--- src/rtl/ip_uart_txfifo.sv ---
// rtl/ip_uart_txfifo.sv - UART transmit byte FIFO with serializer handshake FSM
//
// Purpose: queues bytes written by the I/O port decode and hands them one at a
// time to a serializer through a request/busy handshake.
//
// Ports:
//   i_clk          single clock, rising edge
//   i_reset        asynchronous active-high reset
//   i_wr_en        one-cycle write strobe
//   i_wr_data      byte written when i_wr_en=1
//   i_flush        discard all queued bytes
//   i_ovf_clr      clear the sticky overflow flag
//   o_full         FIFO holds 2**DEPTH_LOG2 bytes
//   o_empty        FIFO holds 0 bytes
//   o_level        count of queued bytes, 0..2**DEPTH_LOG2
//   o_overflow     sticky: a write was dropped because the FIFO was full
//   o_send_data    byte presented to the serializer
//   o_send_req     request to the serializer
//   i_send_busy    serializer transmitting
//   o_tx_active    FSM is not in IDLE

module ip_uart_txfifo #(
    parameter int DEPTH_LOG2 = 4
) (
    input  logic                  i_clk,
    input  logic                  i_reset,
    input  logic                  i_wr_en,
    input  logic [7:0]            i_wr_data,
    input  logic                  i_flush,
    input  logic                  i_ovf_clr,
    output logic                  o_full,
    output logic                  o_empty,
    output logic [DEPTH_LOG2:0]   o_level,
    output logic                  o_overflow,
    output logic [7:0]            o_send_data,
    output logic                  o_send_req,
    input  logic                  i_send_busy,
    output logic                  o_tx_active
);

    localparam int                DEPTH    = 2 ** DEPTH_LOG2;
    localparam int                LW       = DEPTH_LOG2 + 1;
    localparam logic [LW-1:0]     LVL_FULL = LW'(DEPTH);

    typedef enum logic [1:0] {
        S_IDLE  = 2'd0,
        S_REQ   = 2'd1,
        S_DRAIN = 2'd2
    } state_t;

    state_t                  r_state;
    state_t                  w_state_nxt;

    logic [7:0]              r_mem [DEPTH];
    logic [DEPTH_LOG2-1:0]   r_wr_ptr;
    logic [DEPTH_LOG2-1:0]   r_rd_ptr;
    logic [LW-1:0]           r_level;
    logic                    r_full;
    logic                    r_empty;
    logic                    r_overflow;
    logic [7:0]              r_send_data;

    logic                    w_accept;
    logic                    w_pop;
    logic                    w_ovf_set;
    logic [LW-1:0]           w_level_nxt;

    // A write is dropped only because the FIFO is full; a flush discards it
    // deliberately and therefore does not count as an overflow.
    assign w_accept  = i_wr_en && !r_full && !i_flush;
    assign w_ovf_set = i_wr_en && r_full && !i_flush;

    // The pop happens on the same edge that moves IDLE -> REQ, so only one
    // entry is consumed per serializer transaction.
    assign w_pop     = (r_state == S_IDLE) && !r_empty && !i_send_busy && !i_flush;

    always_comb begin
        w_level_nxt = r_level;
        if (i_flush) begin
            w_level_nxt = '0;
        end else begin
            w_level_nxt = r_level + LW'(w_accept) - LW'(w_pop);
        end
    end

    always_comb begin
        w_state_nxt = r_state;
        case (r_state)
            S_IDLE:  if (w_pop)        w_state_nxt = S_REQ;
            S_REQ:   if (i_send_busy)  w_state_nxt = S_DRAIN;
            S_DRAIN: if (!i_send_busy) w_state_nxt = S_IDLE;
            default:                   w_state_nxt = S_IDLE;
        endcase
    end

    always_ff @(posedge i_clk or posedge i_reset) begin
        if (i_reset) begin
            r_state <= S_IDLE;
        end else begin
            r_state <= w_state_nxt;
        end
    end

    // Storage has no reset; pointers and level define what is valid.
    always_ff @(posedge i_clk) begin
        if (w_accept) begin
            r_mem[r_wr_ptr] <= i_wr_data;
        end
    end

    always_ff @(posedge i_clk or posedge i_reset) begin
        if (i_reset) begin
            r_wr_ptr    <= '0;
            r_rd_ptr    <= '0;
            r_level     <= '0;
            r_full      <= 1'b0;
            r_empty     <= 1'b1;
            r_overflow  <= 1'b0;
            r_send_data <= 8'h00;
        end else begin
            if (i_flush) begin
                r_wr_ptr <= '0;
                r_rd_ptr <= '0;
            end else begin
                // Pointer width makes the wrap to 0 implicit.
                if (w_accept) r_wr_ptr <= r_wr_ptr + 1'b1;
                if (w_pop)    r_rd_ptr <= r_rd_ptr + 1'b1;
            end

            r_level <= w_level_nxt;
            r_full  <= (w_level_nxt == LVL_FULL);
            r_empty <= (w_level_nxt == '0);

            // A new overflow wins over a simultaneous clear.
            if (w_ovf_set) begin
                r_overflow <= 1'b1;
            end else if (i_ovf_clr) begin
                r_overflow <= 1'b0;
            end

            if (w_pop) begin
                r_send_data <= r_mem[r_rd_ptr];
            end
        end
    end

    assign o_full      = r_full;
    assign o_empty     = r_empty;
    assign o_level     = r_level;
    assign o_overflow  = r_overflow;
    assign o_send_data = r_send_data;
    assign o_send_req  = (r_state == S_REQ);
    assign o_tx_active = (r_state != S_IDLE);

endmodule

--- config.mk ---
export PLATFORM = sky130hd
export DESIGN_NAME = ip_uart_txfifo
export DESIGN_NICKNAME = d
export VERILOG_FILES = /design/src/rtl/ip_uart_txfifo.sv
export SDC_FILE = /design/constraint.sdc
export NUM_CORES = 1
export LEC_CHECK = 0
export ABC_AREA = 1
export CAP_MARGIN = 20
export CELL_PAD_IN_SITES_DETAIL_PLACEMENT = 0
export CELL_PAD_IN_SITES_GLOBAL_PLACEMENT = 2
export CORE_ASPECT_RATIO = 0.7
export CORE_MARGIN = 10
export CORE_UTILIZATION = 40
export DETAILED_ROUTE_END_ITERATION = 6
export DONT_BUFFER_PORTS = 1
export GPL_TIMING_DRIVEN = 1
export PLACE_DENSITY_LB_ADDON = 0.3
export REMOVE_ABC_BUFFERS = 1
export SLEW_MARGIN = 20
export SYNTH_ARGS = -nofsm -noshare
export SYNTH_HDL_FRONTEND = slang
export SYNTH_SLANG_ARGS = --single-unit
--- constraint.sdc ---
create_clock -name i_clk -period 3.2 [get_ports i_clk]
set_clock_uncertainty 0.05 [all_clocks]
set_input_delay 0.48 -clock i_clk [delete_from_list [all_inputs] [get_ports i_clk]]
set_output_delay 0.48 -clock i_clk [all_outputs]
set_load 0.005 [all_outputs]
==> results of run 1 <==
state kept, by name, summed over array words and instances (netlist names), 2 cells and up:
name,count
r_wr_ptr,4
r_state,2
o_level,5
o_send_data,8
r_mem,128
r_rd_ptr,4
power by group through the flow:
stage / combinational (mW) / clock, mW / sequential [mW]
2_1_floorplan: 0.681 / 0 / 2.47
3_3_place_gp: 1.03 / 0 / 2.48
3_5_place_dp: 1.05 / 0 / 2.48
4_1_cts: 1.05 / 2.00 / 2.44
5_1_grt: 1.21 / 2.09 / 2.45
6_report: 1.05 / 1.96 / 2.43
final cells by class:
cell class              instances  area [um^2]
clock buffers                  25          526
clock inverters                 7         61.3
fillers                      1621         9280
inverters                     129          484
multi-input cells             381         1720
flip-flops and latches        154         4500
well taps                     231          289
repair buffers                 18          160
synthesized netlist by cell type:
library cell	n
clkinv_1	1
inv_1	120
ha_1	10
inv_2	8
nor2_1	20
fa_1	1
o21ai_0	5
edfxtp_1	128
buf_4	1
dfrtp_1	25
clkbuf_1	3
buf_6	9
nand3_1	103
nor2_2	2
xnor2_1	1
nand3b_1	1
nor3_1	13
buf_2	15
nand2_1	211
a21oi_1	7
o21ai_1	7
dfstp_2	1
per-layer routing:
| metal | part of all wire [%] | up-vias | wire [um] |
|---|---|---|---|
| li1 | - | 2237 | - |
| met1 | 52 | 2160 | 8580 |
| met2 | 43 | 75 | 7180 |
| met3 | 3.8 | 16 | 628 |
| met4 | 1.3 | 0 | 208 |
| met5 | 0 | - | 0 |
worst max-delay path, delay by kind of cell, from the launching register on:
family                   cells  cell delay [ns]
adder cells (fa/ha/maj)      3             0.90
flip-flops                   1             0.42
AO/OA/AOI/OAI                2             0.24
AND/OR/NAND/NOR              5             0.89
buffers and inverters        3             0.24
kinds of logic after synthesis:
family          count (synthesis)  synth area share [%]
compound gates                 19                  1.38
fa+ha+maj                      11                  2.11
xor+xnor                        1                 0.127
flops                         154                  65.2
buf+inv                       157                  9.86
simple gates                  350                  21.3
final timing paths:
kind                                                    to                       start  cells past startpoint  slack [ns]
worst max-delay path                     o_empty$_DFF_PP1_            o_full$_DFF_PP0_                     13        0.40
worst min-delay path            o_send_data[3]$_DFFE_PP0P_                     i_reset                      1       -0.05
worst max register to register           o_empty$_DFF_PP1_            o_full$_DFF_PP0_                     13        0.40
worst min register to register  o_send_data[3]$_DFFE_PP0P_  o_send_data[3]$_DFFE_PP0P_                      2        0.47
max in group asynchronous          r_rd_ptr[0]$_DFFE_PP0P_                     i_reset                      1        2.73
min in group i_clk                    o_level[0]$_DFF_PP0_                     i_flush                      1        0.09
through the flow:
step	cell area, um^2	hold WS (ns)	power (mW)
floorplan	6700	0.422	3.15
global placement	7150	0.461	3.51
detailed placement	7150	0.460	3.53
CTS	7730	0.0695	5.49
global route	7730	0.00408	5.75
finish	7730	-0.0491	5.44
==> summary.md, run 1 <==
| Metric | Value |
|---|---|
| Failing checks | `negative hold slack` |
| Crit start category | `register` |
| Die X | `around 180 um` |
| Gate power share | `19.2%` |
| Sequential area share after synthesis | `65.2%` |
| Global route overflow | `0` |
| Most frequent cells in the layout | `211 x nand2_1, 128 x edfxtp_1, 119 x inv_1, 103 x nand3_1, 24 x dfrtp_1` |
| Fin Setup TNS | `0 ns` |
| # IOs | `32` |
| Slowest CP cell | `dfrtp_1` |
| Core Box Area | `0.0170 mm^2` |
| Row cnt | `40` |
| Distinct cells, synth | `22` |
| GRT Total Usage | `~15%` |
| Die Area | `0.0230 mm^2` |
| P_leak | `between 3 and 4 nW` |
| Syn avg cell area | `about 10 um^2` |
| Cells after Synth | `between 600 and 700` |
| Die H | `roughly 130 um` |
| Status | `finished, violations left` |
| Crit-path max FO | `7` |
| Area of the mapped netlist | `between 0.006 and 0.007 mm^2` |
| Setup violators final | `0` |
| Num CTS Buffers | `17` |
| Area Growth Syn to Fin | `12.2%` |
| Slew Limit Fails | `0` |
| Initial core utilization | `between 40 and 50%` |
| Worst Hold Class | `primary input to asynchronous set/reset pin` |
| Max Cap Violations | `0` |
| Crit-path max cell delay | `between 0.4 and 0.5 ns` |
| CTS max path bufs | `2` |
| TritonCTS clock tree | `yes` |
| Via/cell ratio | `4.75` |
| Post-CTS sizing | `0` |
| Antenna violations before repair | `0` |
| Setup CP Type | `register to register` |
| Critical path cell sequence | `nor2_1, inv_2, nor2_2, inv_2, ha_1, inv_1, ha_1, fa_1, o21ai_0, a21oi_1, nor3_1, nand2_1, nor2_1` |
| Clock latency on the worst-skew pair | `a little over 0.4 ns` |
| First-pass GRT wire length | `between 20 and 30 mm` |
| Sequential share of power | `44.7%` |
| Syn. warnings | `0` |
| Drc violations | `0` |
| Iter 0 DRT Violations | `about 350` |
| Via Count | `about 4500` |
| Crit end category | `register` |
| Top-area cell type share of the netlist area | `a little under three fifths` |
| Antenna viol nets, final | `0` |
| Largest cells by area after synthesis | `edfxtp_1 56%, nand2_1 11%, dfrtp_1 9.1%` |
| H-Tree Depth | `4` |
| Clock transition at path regs | `0.06 ns` |
| Fmax | `357 MHz` |
| Pre-CTS setup slack | `roughly 0.38 ns` |
| Met3 Use GR | `3.52%` |
| Largest net degree at the start of global routing | `67` |
| Busiest grt layer | `met1` |
| Peak VDD IR | `about 0.33 mV` |
| Routed wire length per instance | `~18 um` |
| Switching share of total power | `around 29%` |
| Vias in the first global route | `around 4300` |
| WHS | `-0.0491 ns` |
| Final non-filler cell total | `945` |
| Port bufs | `0` |
| Ant diodes | `0` |
| Int Power | `about 3.8 mW` |
| RSZ-0062 raised after global routing | `no` |
| Post-CTS Hold Buffers | `0` |
| Nets | `726` |
| Worst EP required | `3.50 ns` |
| Fin. Hold Viols | `25` |
| Rel. slew slack | `44.2%` |
| Final core occ | `a little under half` |
| Share of cells above drive strength 1 | `about 8.5%` |
| Tcrit/Tclk final | `approximately 87%` |
| Post-route minimum period | `approximately 2.8 ns` |
| DP HPWL | `between 10 and 15 mm` |
| Final wirelength | `16.6 mm` |
| Worst Max-Slew Pin Slew | `0.834 ns` |
| Clk sinks | `about 150` |
| Clk Tree Root Cell | `clkbuf_16` |
| Routing usage on met2 | `21.5%` |
| Power per cell area | `between 700 and 800 mW/mm^2` |
| Most common cell after layout, fill and taps aside | `nand2_1` |
| Power share of the clock group | `36.1%` |
| Pre-antenna DRT Iters | `5` |
| M1 GR Usage | `between 20% and 30%` |
| Largest area contributor in the netlist | `edfxtp_1` |
| Setup Fix Bufs, Post-CTS | `0` |
| Placed cell count | `around 910` |
| Routability cong. | `slightly below 0.8` |
| Fin worst setup slack | `between 0.4 and 0.5 ns` |
| Critical Path AT | `a little over 3 ns` |
| P_sw | `~1.6 mW` |
| Synthesis-stage register bit count | `between 150 and 200` |
Note: power is estimated with default switching activity, not from simulation.
==> run 2, diff against run 1 <==
- PLACE_DENSITY_LB_ADDON: 0.3 -> 0.1
==> run 2 against run 1 <==
- the run now ends clean
- final cell count is 0.32% higher
- count of clock-buffer cells in the layout did not move
- worst hold slack better by 0.14 ns
- sequential power decreased by 2%
- first-iteration DRC count shrank 12%
- flip-flop and latch count stayed put
- clock power shrank 2%
- global-route usage up 0.24 points
- die area unchanged
- worst setup slack lost 0.028 ns
- via count decreased by 0.53%
- critical path type unchanged
- largest power group unchanged
==> summary.md, run 2 (synthesis gave the netlist of run 1 again) <==
| Metric | Value |
|---|---|
| Tcrit/Tclk final | `88.3% (was 87.4%)` |
| Die X | `177 um (unchanged)` |
| Via/cell ratio | `4.71 (was 4.75)` |
| Gate power share | `20.1% (was 19.2%)` |
| P_leak | `3.37 nW (was 3.38 nW)` |
| Int Power | `3.79 mW (was 3.84 mW)` |
| Critical Path AT | `3.12 ns (was 3.10 ns)` |
| Worst Hold Class | `primary input to register (was primary input to asynchronous set/reset pin)` |
| Most common cell after layout, fill and taps aside | `nand2_1 (unchanged)` |
| Slew Limit Fails | `0 (unchanged)` |
| Fin. Hold Viols | `0 (was 25)` |
| DP HPWL | `10.8 mm (was 10.9 mm)` |
| Global route overflow | `0 (unchanged)` |
| Largest register FFs | `128 (unchanged)` |
| Power share of the clock group | `35.6% (was 36.1%)` |
| Crit end category | `register (unchanged)` |
| Final wirelength | `17.0 mm (was 16.6 mm)` |
| Row cnt | `40 (unchanged)` |
| Clk sinks | `154 (unchanged)` |
| Cell Area, Placed | `0.00714 mm^2 (was 0.00715 mm^2)` |
| First-pass GRT wire length | `26.0 mm (was 25.9 mm)` |
| Clk Tree Root Cell | `clkbuf_16 (unchanged)` |
| Worst Max-Slew Pin Slew | `0.945 ns (was 0.834 ns)` |
| CTS max path bufs | `2 (unchanged)` |
| Crit-path max FO | `7 (unchanged)` |
| Post-route minimum period | `2.83 ns (was 2.80 ns)` |
| Nets | `729 (was 726)` |
| Status | `finished clean (was finished, violations left)` |
| Via Count | `4464 (was 4488)` |
| Port bufs | `0 (unchanged)` |
| Num CTS Buffers | `17 (unchanged)` |
| Drc violations | `0 (unchanged)` |
| # IOs | `32 (unchanged)` |
| Crit start category | `register (unchanged)` |
| Clock transition at path regs | `0.06 ns (about the same)` |
| Post-CTS sizing | `0 (unchanged)` |
| Iter 0 DRT Violations | `311 (was 352)` |
| TritonCTS clock tree | `yes (unchanged)` |
| Fmax | `354 MHz (was 357 MHz)` |
| Clock latency on the worst-skew pair | `0.42 ns (was 0.41 ns)` |
| Ant diodes | `0 (unchanged)` |
| Die Area | `0.0230 mm^2 (unchanged)` |
| Max Cap Violations | `0 (unchanged)` |
| Final core occ | `45.3% (was 45.4%)` |
| Largest net degree at the start of global routing | `67 (unchanged)` |
| Total power | `5.40 mW (was 5.44 mW)` |
| Largest reg by FF count | `r_mem (unchanged)` |
| Switching share of total power | `29.7% (was 29.5%)` |
| H-Tree Depth | `4 (unchanged)` |
| Fin Setup TNS | `0 ns (unchanged)` |
| Core Box Area | `0.0170 mm^2 (unchanged)` |
| Die H | `130 um (unchanged)` |
| Area Growth Syn to Fin | `12.0% (was 12.2%)` |
| Worst EP required | `3.50 ns (about the same)` |
| Antenna violations before repair | `1 (was 0)` |
| Vias in the first global route | `4292 (was 4329)` |
| Power per cell area | `700 mW/mm^2 (was 704 mW/mm^2)` |
| P_sw | `1.60 mW (about the same)` |
| Share of cells above drive strength 1 | `8.09% (was 8.54%)` |
| Antenna viol nets, final | `0 (unchanged)` |
| Routed wire length per instance | `17.9 um (was 17.6 um)` |
| RSZ-0062 raised after global routing | `no (unchanged)` |
| Initial core utilization | `40.5% (unchanged)` |
| Post-route design area | `0.00772 mm^2 (was 0.00773 mm^2)` |
| GRT Total Usage | `15.3% (was 15.1%)` |
| Routability cong. | `0.775 (was 0.773)` |
| Rel. slew slack | `36.7% (was 44.2%)` |
| Pre-antenna DRT Iters | `6 (was 5)` |
| Peak VDD IR | `0.307 mV (was 0.332 mV)` |
| Pre-CTS setup slack | `0.338 ns (was 0.376 ns)` |
| Most frequent cells in the layout | `211 x nand2_1, 128 x edfxtp_1, 120 x inv_1, 103 x nand3_1, 24 x dfrtp_1 (was 211 x nand2_1, 128 x edfxtp_1, 119 x inv_1, 103 x nand3_1, 24 x dfrtp_1)` |
| Fin worst setup slack | `0.374 ns (was 0.402 ns)` |
| Setup CP Type | `register to register (unchanged)` |
| Sequential share of power | `44.3% (was 44.7%)` |
| Setup violators final | `0 (unchanged)` |
==> run 2: final timing paths <==
check / startpoint / endpoint / slack (ns) / cells past startpoint
min in group asynchronous: i_reset / o_send_data[0]$_DFFE_PP0P_ / 0.52 / 3
min reg2reg: o_send_data[1]$_DFFE_PP0P_ / o_send_data[1]$_DFFE_PP0P_ / 0.46 / 2
max reg2reg: o_full$_DFF_PP0_ / o_full$_DFF_PP0_ / 0.37 / 13
max: o_full$_DFF_PP0_ / o_full$_DFF_PP0_ / 0.37 / 13
max in group asynchronous: i_reset / o_empty$_DFF_PP1_ / 2.27 / 3
min: i_flush / o_level[1]$_DFF_PP0_ / 0.09 / 1
==> run 2: worst max-delay path, cell delays in order, from the launching register on <==
cell     delay [ns]
dfrtp_1        0.41
nor2_1         0.23
inv_2          0.10
nor2_2         0.18
inv_2          0.10
ha_1           0.28
inv_1          0.04
ha_1           0.20
fa_1           0.41
o21ai_0        0.18
a21oi_1        0.09
nor3_1         0.25
nand2_1        0.13
nor2_1         0.12
==> run 2: area by class of cell <==
type	count	area (um^2)
clock buffer	25	508
clock inverter	7	61.3
fill	1617	9300
inverter	129	484
multi-input combinational	381	1720
sequential	154	4500
tap	231	289
timing repair buffer	21	160
==> run 2: power by group through the flow <==
| stage | clock network [mW] | registers, mW | logic, mW |
|---|---|---|---|
| after CTS | 1.97 | 2.40 | 1.10 |
| after floorplan | 0 | 2.47 | 0.681 |
| final | 1.92 | 2.39 | 1.09 |
| after detailed placement | 0 | 2.44 | 1.09 |
| after global routing | 2.05 | 2.41 | 1.25 |
| after global placement | 0 | 2.44 | 1.08 |
==> run 2: stage by stage <==
step / cells / hold slack [ns]
after detailed placement: 915 / 0.405
after global placement: 915 / 0.401
after CTS: 948 / 0.0700
final: 948 / 0.0915
after floorplan: 664 / 0.422
after global routing: 948 / 0.0668
==> run 2: what timing repair did <==
| action | CTS | global route |
|---|---|---|
| setup buffers | 0 | 0 |
| endpoints found under the hold margin | 25 | 0 |
| hold buffers | 1 | 0 |
==> run 2: metal layers <==
layer	share of wire [%]	wire (um)	GRT usage (%)	up-vias
li1	-	-	-	2240
met1	48	8150	21.4	2113
met2	45	7650	23.0	94
met3	5.7	969	3.90	17
met4	1.1	187	4.44	0
met5	0	0	0	-
